## config.mk

```make
export PLATFORM = sky130hd
export DESIGN_NAME = alu_stim_seq
export DESIGN_NICKNAME = d
export VERILOG_FILES = /design/src/rtl/alu_stim_seq.sv
export SDC_FILE = /design/constraint.sdc
export NUM_CORES = 1
export LEC_CHECK = 0
export CAP_MARGIN = 20
export CORE_MARGIN = 1
export CORE_UTILIZATION = 56
export DETAILED_ROUTE_END_ITERATION = 8
export PLACE_DENSITY = 0.73
export SLEW_MARGIN = 25
export SYNTH_ARGS = -nofsm -noshare
export SYNTH_HDL_FRONTEND = slang
export SYNTH_SLANG_ARGS = --single-unit
```

## constraint.sdc

```tcl
create_clock -name clk -period 3.7 [get_ports clk]
set_clock_uncertainty 0.05 [all_clocks]
set_input_delay 0.925 -clock clk [delete_from_list [all_inputs] [get_ports clk]]
set_output_delay 0.925 -clock clk [all_outputs]
set_load 0.05 [all_outputs]
```

## src/rtl/alu_stim_seq.sv

```systemverilog
// Table-driven stimulus sequencer for the R/S ALU slice: replays a loaded vector table over vld/rdy.
// Optional golden-model checker is compiled in with ALU_STIM_CHECK_EN.
module alu_stim_seq #(
  parameter int WIDTH = 8,
  parameter int DEPTH = 16,
  localparam int AW = $clog2(DEPTH),
  localparam int VW = 2*WIDTH + 3
) (
  input  logic             clk,
  input  logic             resetb,
  input  logic             wr_en,
  input  logic [AW-1:0]    wr_addr,
  input  logic [VW-1:0]    wr_data,
  input  logic             start,
  input  logic [AW:0]      len,
  input  logic [7:0]       loops,
  output logic             busy,
  output logic             done,
  output logic [WIDTH-1:0] R,
  output logic [WIDTH-1:0] S,
  output logic             CI,
  output logic [1:0]       ALB_MI,
  output logic             vld,
  input  logic             rdy,
`ifdef ALU_STIM_CHECK_EN
  input  logic [WIDTH-1:0] res_in,
  input  logic             co_in,
  output logic             err,
  output logic [15:0]      err_cnt,
`endif
  output logic [1:0]       state_dbg
);

  // Handshake: a vector transfers on any rising edge where vld && rdy; while vld && !rdy the
  // vector outputs hold, and vld never drops without a transfer except on leaving RUN or reset.

  typedef enum logic [1:0] {IDLE, RUN, DONE} state_t;

  state_t             state_q, state_d;
  logic [VW-1:0]      table_q [DEPTH];
  logic [AW-1:0]      idx_q, idx_nxt;
  logic [7:0]         pass_q;
  logic [AW:0]        len_q, len_eff;
  logic [7:0]         loops_q, loops_eff;
  logic               hs, wrap, last_vec;
  logic [VW-1:0]      rd_vec;

  always_comb begin
    len_eff   = (len > (AW+1)'(DEPTH)) ? (AW+1)'(DEPTH) : len;
    loops_eff = (loops == 8'd0) ? 8'd1 : loops;
    hs        = vld && rdy;
    wrap      = ({1'b0, idx_q} == len_q - (AW+1)'(1));
    last_vec  = wrap && (pass_q == loops_q - 8'd1);
    idx_nxt   = wrap ? '0 : idx_q + AW'(1);
    // First cycle of RUN primes the outputs from idx; afterwards read ahead to the next entry.
    rd_vec    = vld ? table_q[idx_nxt] : table_q[idx_q];
  end

  always_comb begin
    state_d = state_q;
    case (state_q)
      IDLE: if (start) state_d = (len_eff == '0) ? DONE : RUN;
      RUN:  if (hs && last_vec) state_d = DONE;
      DONE: state_d = IDLE;
      default: state_d = IDLE;
    endcase
  end

  always_ff @(posedge clk or negedge resetb) begin
    if (!resetb) state_q <= IDLE;
    else         state_q <= state_d;
  end

  // Table is deliberately not reset; it is only writable while idle.
  always_ff @(posedge clk) begin
    if (wr_en && state_q == IDLE) table_q[wr_addr] <= wr_data;
  end

  always_ff @(posedge clk or negedge resetb) begin
    if (!resetb) begin
      idx_q   <= '0;
      pass_q  <= '0;
      len_q   <= '0;
      loops_q <= '0;
      R       <= '0;
      S       <= '0;
      CI      <= 1'b0;
      ALB_MI  <= 2'b00;
      vld     <= 1'b0;
    end else begin
      case (state_q)
        IDLE: begin
          if (start) begin
            len_q   <= len_eff;
            loops_q <= loops_eff;
            idx_q   <= '0;
            pass_q  <= '0;
          end
        end
        RUN: begin
          if (!vld) begin
            {R, S, CI, ALB_MI} <= rd_vec;
            vld                <= 1'b1;
          end else if (hs) begin
            if (last_vec) begin
              vld <= 1'b0;
            end else begin
              idx_q              <= idx_nxt;
              {R, S, CI, ALB_MI} <= rd_vec;
              if (wrap) pass_q <= pass_q + 8'd1;
            end
          end
        end
        default: ;
      endcase
    end
  end

  assign busy      = (state_q != IDLE);
  assign done      = (state_q == DONE);
  assign state_dbg = state_q;

`ifdef ALU_STIM_CHECK_EN
  logic [WIDTH:0] exp_sum;
  logic           mism;

  // Logic ops produce no carry; arithmetic ops take carry from bit WIDTH.
  always_comb begin
    exp_sum = '0;
    case (ALB_MI)
      2'b00:   exp_sum = {1'b0, R & S};
      2'b01:   exp_sum = {1'b0, R} + {1'b0, S} + {{WIDTH{1'b0}}, CI};
      2'b10:   exp_sum = {1'b0, S} + {1'b0, ~R} + {{WIDTH{1'b0}}, CI};
      default: exp_sum = {1'b0, R ^ S};
    endcase
    mism = hs && ((res_in != exp_sum[WIDTH-1:0]) || (co_in != exp_sum[WIDTH]));
  end

  always_ff @(posedge clk or negedge resetb) begin
    if (!resetb) begin
      err     <= 1'b0;
      err_cnt <= '0;
    end else begin
      err <= mism;
      if (mism && err_cnt != 16'hFFFF) err_cnt <= err_cnt + 16'd1;
    end
  end
`endif

endmodule

```

# Word-level counts from Yosys, hierarchy flattened
# Memory sizes are Yosys's and may differ from the RTL's.
# Index checks and enable logic that the tools add are counted.
[word_totals] n_memories=1 mem_bits_rw=304 elab_cells=78 in_bits=41 ff_bits=47
[memory_table] memory="table_q" depth=16 word_bits=19 rd=2 rd_clocked_by_memory_dff=0 wr=1 line_no="40" rtl="logic [VW-1:0] table_q [DEPTH];"
[classes] add_sub_neg=4 reduce_logical=14 mux=36 n_eq_ne=12 order_cmp=1
[op_table] op="$mux 8" n=12
[op_table] op="$mux 4" n=5
[op_table] op="$mux 19" n=1
[op_table] op="$pmux 8 s2" n=1
[op_table] op="$ne 2x2->1 const B" n=7
[op_table] op="$mux 2" n=6
[op_table] op="$add 8x1->8 const B" n=1
[op_table] op="$eq 8x8->1" n=1
[op_table] op="$logic_not 8->1" n=1
[op_table] op="$mux 1" n=8
[op_table] op="$pmux 4 s2" n=1
[op_table] op="$sub 8x1->8 const B" n=1
[op_table] op="$reduce_and 6->1" n=1
[op_table] op="$eq 4x5->1" n=1
[op_table] op="$gt 5x5->1 const B" n=1
[op_table] op="$logic_not 5->1" n=1
[op_table] op="$mux 5" n=1
[op_table] op="$reduce_and 5->1" n=1
[op_table] op="$sub 5x1->5 const B" n=1
[op_table] op="$add 4x1->4 const B" n=1
[op_table] op="$logic_and 1x1->1" n=4
[op_table] op="$pmux 2 s2" n=1
[op_table] op="$reduce_and 2->1" n=2
[op_table] op="$reduce_bool 2->1" n=2
[op_table] op="other kinds (5)" n=5

# Logic depth before layout (Yosys ltp)
# An unclocked memory read counts as a cell.
[depth] ltp_word=8 ltp_mapped=13

# Least setup slack after synthesis
# No wires, ideal clock.
[synth_path] path_kind="in2reg" from="in wr_en" to="mem table_q[0][0] in the netlist's numbering (enable)" t_arrival_ps=2696 setup_time_ps=419 t_required_ps=3231 n_path_buf=0 stages=3 setup_slack_ps=535 path_cell_list="nand2_1 -> or3_1 -> nor3_1"
[synth_via] elab_chain_cells=3
[synth_lines] item="from (decl)" line_no="11" rtl="input logic wr_en,"
[synth_lines] item="$logic_and 1x1->1" line_no="76" rtl="if (wr_en && state_q == IDLE) table_q[wr_addr] <= wr_data;"
[synth_lines] item="$mux 1" line_no="76"
[synth_lines] item="$mux 1 (not written as such)" line_no="76"
[synth_lines] item="to (decl)" line_no="40"
# Every way passes these cells.

# Worst setup path after layout
[layout_path] from="reg len_q[0]" to="reg S[1]"
[layout_via] elab_chain_cells=8 elab_cells_between_ends=11 classes_between="add/sub: 1; eq/ne: 2; mux: 5; reduce/logical: 2; memory: 1"
[layout_lines] item="from (decl)" line_no="43" rtl="logic [AW:0] len_q, len_eff;"
[layout_lines] item="from (signal assigned)" line_no="94" rtl="len_q <= len_eff;"
[layout_lines] item="$sub 5x1->5 *" line_no="52" rtl="wrap = ({1'b0, idx_q} == len_q - (AW+1)'(1));"
[layout_lines] item="$eq 4x5->1 *" line_no="52"
[layout_lines] item="$mux 4" line_no="54" rtl="idx_nxt = wrap ? '0 : idx_q + AW'(1);"
[layout_lines] item="$mem_v2 16x19"
[layout_lines] item="$mux 19" line_no="56" rtl="rd_vec = vld ? table_q[idx_nxt] : table_q[idx_q];"
[layout_lines] item="$mux 8" line_no="105" rtl="if (last_vec) begin"
[layout_lines] item="$mux 8" line_no="104" rtl="end else if (hs) begin"
[layout_lines] item="$mux 8" line_no="101" rtl="if (!vld) begin"
[layout_lines] item="to (signal assigned)" line_no="102" rtl="{R, S, CI, ALB_MI} <= rd_vec;"
[layout_lines] item="to (signal assigned)" line_no="109" rtl="{R, S, CI, ALB_MI} <= rd_vec;"
[layout_lines] item="to (decl)" line_no="20" rtl="output logic [WIDTH-1:0] S,"
# Every way passes the cells marked *; elsewhere a longest branch is shown, timed or not. The select of a mux whose other input is x is not followed.
# A chain may end at the register's enable or synchronous reset.

==> results.json <==
{
  "cellInternalPower_mw": 8.901,
  "drt-wirelength-per-cell_um": 28.32,
  "grt_use_total_pct": 29.73,
  "endpoint": "S[1]",
  "synth_top_area_cell": "edfxtp_1",
  "critPathMaxFanout": 10,
  "worst_pin_slew_ns": 0.7970,
  "dp_hpwl_um": 25550,
  "num-fill-cells": 1928,
  "drive_gt1_share_pct": 25.92,
  "port_buffers": 64,
  "clk_pin_slew_ns": 0.06,
  "grt_setup_unrepaired": "false",
  "avgSynthCellArea_um2": 15.86,
  "synth_fp_nets": 1091,
  "numCtsBuffers": 39,
  "rows": 62,
  "syn_area_um2": 16590,
  "worstPathArrival_ns": 3.53,
  "synth_warnings": 0,
  "fin_area_um2": 19260,
  "dp.cells": 1483,
  "setup_viol": 0,
  "grt_pass1_wl_um": 65780,
  "p_seq_share_pct": 36.1,
  "vias": 10710,
  "p_leak_nw": 6.292,
  "crit_start": "len_q[0]",
  "grt_overflow": 0,
  "place_area_um2": 17990,
  "power_frac_clock_pct": 28.3,
  "rr_startpoint": "len_q[0]",
  "timing.fmax_mhz": 316.8,
  "status": "completed",
  "nets": 1185,
  "drc": 0,
  "first_global_vias": 10740,
  "r2r_setup_slack_ns": 0.54,
  "crit_type": "flip-flop to flip-flop",
  "tns_ns": 0,
  "die_w_um": 174.1,
  "cap_violations": 0,
  "cts_tree": "built",
  "p_sw_share_pct": 33.96,
  "syn_to_final_growth_pct": 16.04,
  "final_max_slew_viol_count": 0,
  "clock_path_buffers": 3,
  "antenna_found_initial": 1,
  "die_h_um": 174.1,
  "start_util_pct": 57.35,
  "clk-insertion-delay-late_ns": 0.53,
  "hold_viol": 0,
  "synth.area.top_cells": "edfxtp_1 (55%), mux4_2 (18%), dfrtp_1 (7.1%), nand2_1 (1.9%), mux2i_1 (1.7%)",
  "hold_path_class": "input port to async pin",
  "synth-seq-cells": 351,
  "cts.sinks": 351,
  "reg2reg_to": "S[1]",
  "ctsHoldBuffers": 0,
  "instances_no_fill": 1554,
  "period_share_pct": 85.31,
  "synthCells": 1046,
  "peakVddDrop_mv": 0.3982,
  "comb_power_share_pct": 35.6,
  "routabilityCongestion": 0.8489,
  "routed_wl_um": 44020,
  "final_cell_mix": "edfxtp_1 (304), mux4_2 (130), nand2_1 (82)",
  "endpoint_kind": "flip-flop",
  "dr.pass1.iters": 5,
  "grt_start_max_net_pins": 67,
  "synthFlopType": "edfxtp_1",
  "synth_seq_area_share_pct": 62.10,
  "die-area_um2": 30330,
  "viasPerCell": 6.894,
  "clockRootBuffer": "clkbuf_16",
  "switchingPower_mw": 4.577,
  "yosysTopAreaCellShare_pct": 55.01,
  "postCtsSetupBuffers": 0,
  "synth_edf_count": 304,
  "h-tree-depth": 2,
  "fin_hold_ws_ns": 0.3159,
  "worstPathRequired_ns": 4.07,
  "min_period_ns": 3.156,
  "final_common_cell": "edfxtp_1",
  "synthArstFlopShare_pct": 13.39,
  "drt_iter0_markers": 1493,
  "p_per_area_nw_per_um2": 699.9,
  "cts_resized": 0,
  "yosysUniqueCellTypes": 63,
  "ios": 65,
  "r2r_cells": 12,
  "core_area_um2": 28940,
  "start_kind": "flip-flop",
  "slew_headroom_pct": 46.87,
  "antenna_left": 0
}
## kinds of logic after synthesis
kind of cell	count (synthesis)	synth area share, %
adder cells (fa/ha/maj)	4	0.3016
flip-flops	351	62.10
XOR/XNOR	17	0.9877
buffers and inverters	82	2.187
AO/OA/AOI/OAI	169	6.831
AND/OR/NAND/NOR	242	6.703
multiplexers	181	20.89
## synthesized netlist by cell type (13+ instances only)
master and number:
buf_2 20, mux4_2 130, a21oi_1 29, nor2_1 68
o22ai_1 19, mux2_2 23, nand3_1 25, nand2_1 82
edfxtp_1 304, nor3_1 17, dfrtp_1 47, inv_1 13
o21ai_0 47, clkbuf_1 35, mux2i_1 28
## power by group through the flow
stage / Clock [mW] / Combinational (mW) / Sequential, mW
finish: 3.81 / 4.80 / 4.87
global placement: 0 / 4.67 / 4.93
global route: 3.99 / 5.08 / 4.89
floorplan: 0 / 2.96 / 5.19
CTS: 3.84 / 4.77 / 4.86
detailed placement: 0 / 4.74 / 4.93
## worst min-delay path by stage
stage	start	to	cells past startpoint
5_1_grt	resetb	ALB_MI[1]	1
3_3_place_gp	state_dbg[1]	state_dbg[1]	1
4_1_cts	resetb	R[6]	1
3_5_place_dp	state_dbg[1]	state_dbg[1]	1
6_report	resetb	loops_q[1]	1
2_1_floorplan	loops_q[5]	loops_q[5]	2
## final cells by class
class	count	area [um^2]	area share, %
antenna	1	2.502	0.01299
multi-input combinational	613	6006	31.19
sequential	351	10310	53.56
timing repair buffer	122	1146	5.952
clock buffer	50	1049	5.445
clock inverter	20	211.5	1.098
inverter	13	48.80	0.2534
tap	384	480.5	2.495
## layer usage
| layer | routed length (um) | part of all wire (%) | vias to the layer above | GRT usage, % |
|---|---|---|---|---|
| li1 | - | - | 4425 | - |
| met1 | 16740 | 38 | 5425 | 40.90 |
| met2 | 20880 | 47 | 734 | 47.42 |
| met3 | 4597 | 10 | 130 | 4.943 |
| met4 | 1803 | 4.1 | 0 | 12.83 |
| met5 | 0 | 0 | - | 0 |
## critical path: stages, from the launching register on
cell,delay [ns]
dfrtp_1,0.40
inv_1,0.08
ha_1,0.20
nor4bb_1,0.33
a22o_1,0.23
o211ai_4,0.17
buf_4,0.24
nand2_1,0.41
buf_12,0.21
nand2_1,0.06
a311oi_1,0.29
a21oi_1,0.09
a221oi_1,0.29
## per-stage QoR
| step | power [mW] | setup slack (ns) | utilization [%] |
|---|---|---|---|
| final | 13.48 | 0.5436 | 66.55 |
| after global routing | 13.96 | 0.3469 | 66.54 |
| after CTS | 13.47 | 0.5488 | 66.54 |
| after detailed placement | 9.673 | 0.6252 | 62.19 |
| after global placement | 9.598 | 0.6959 | 62.19 |
| after floorplan | 8.149 | 0.5354 | - |
## state kept, by name, indices dropped and copies added (netlist names)
register and cells:
R 8, vld 1, state_dbg 2, loops_q 8
idx_q 4, CI 1, S 8, len_q 5
table_q 304, ALB_MI 2, pass_q 8
Note: power is estimated with default switching activity, not from simulation.
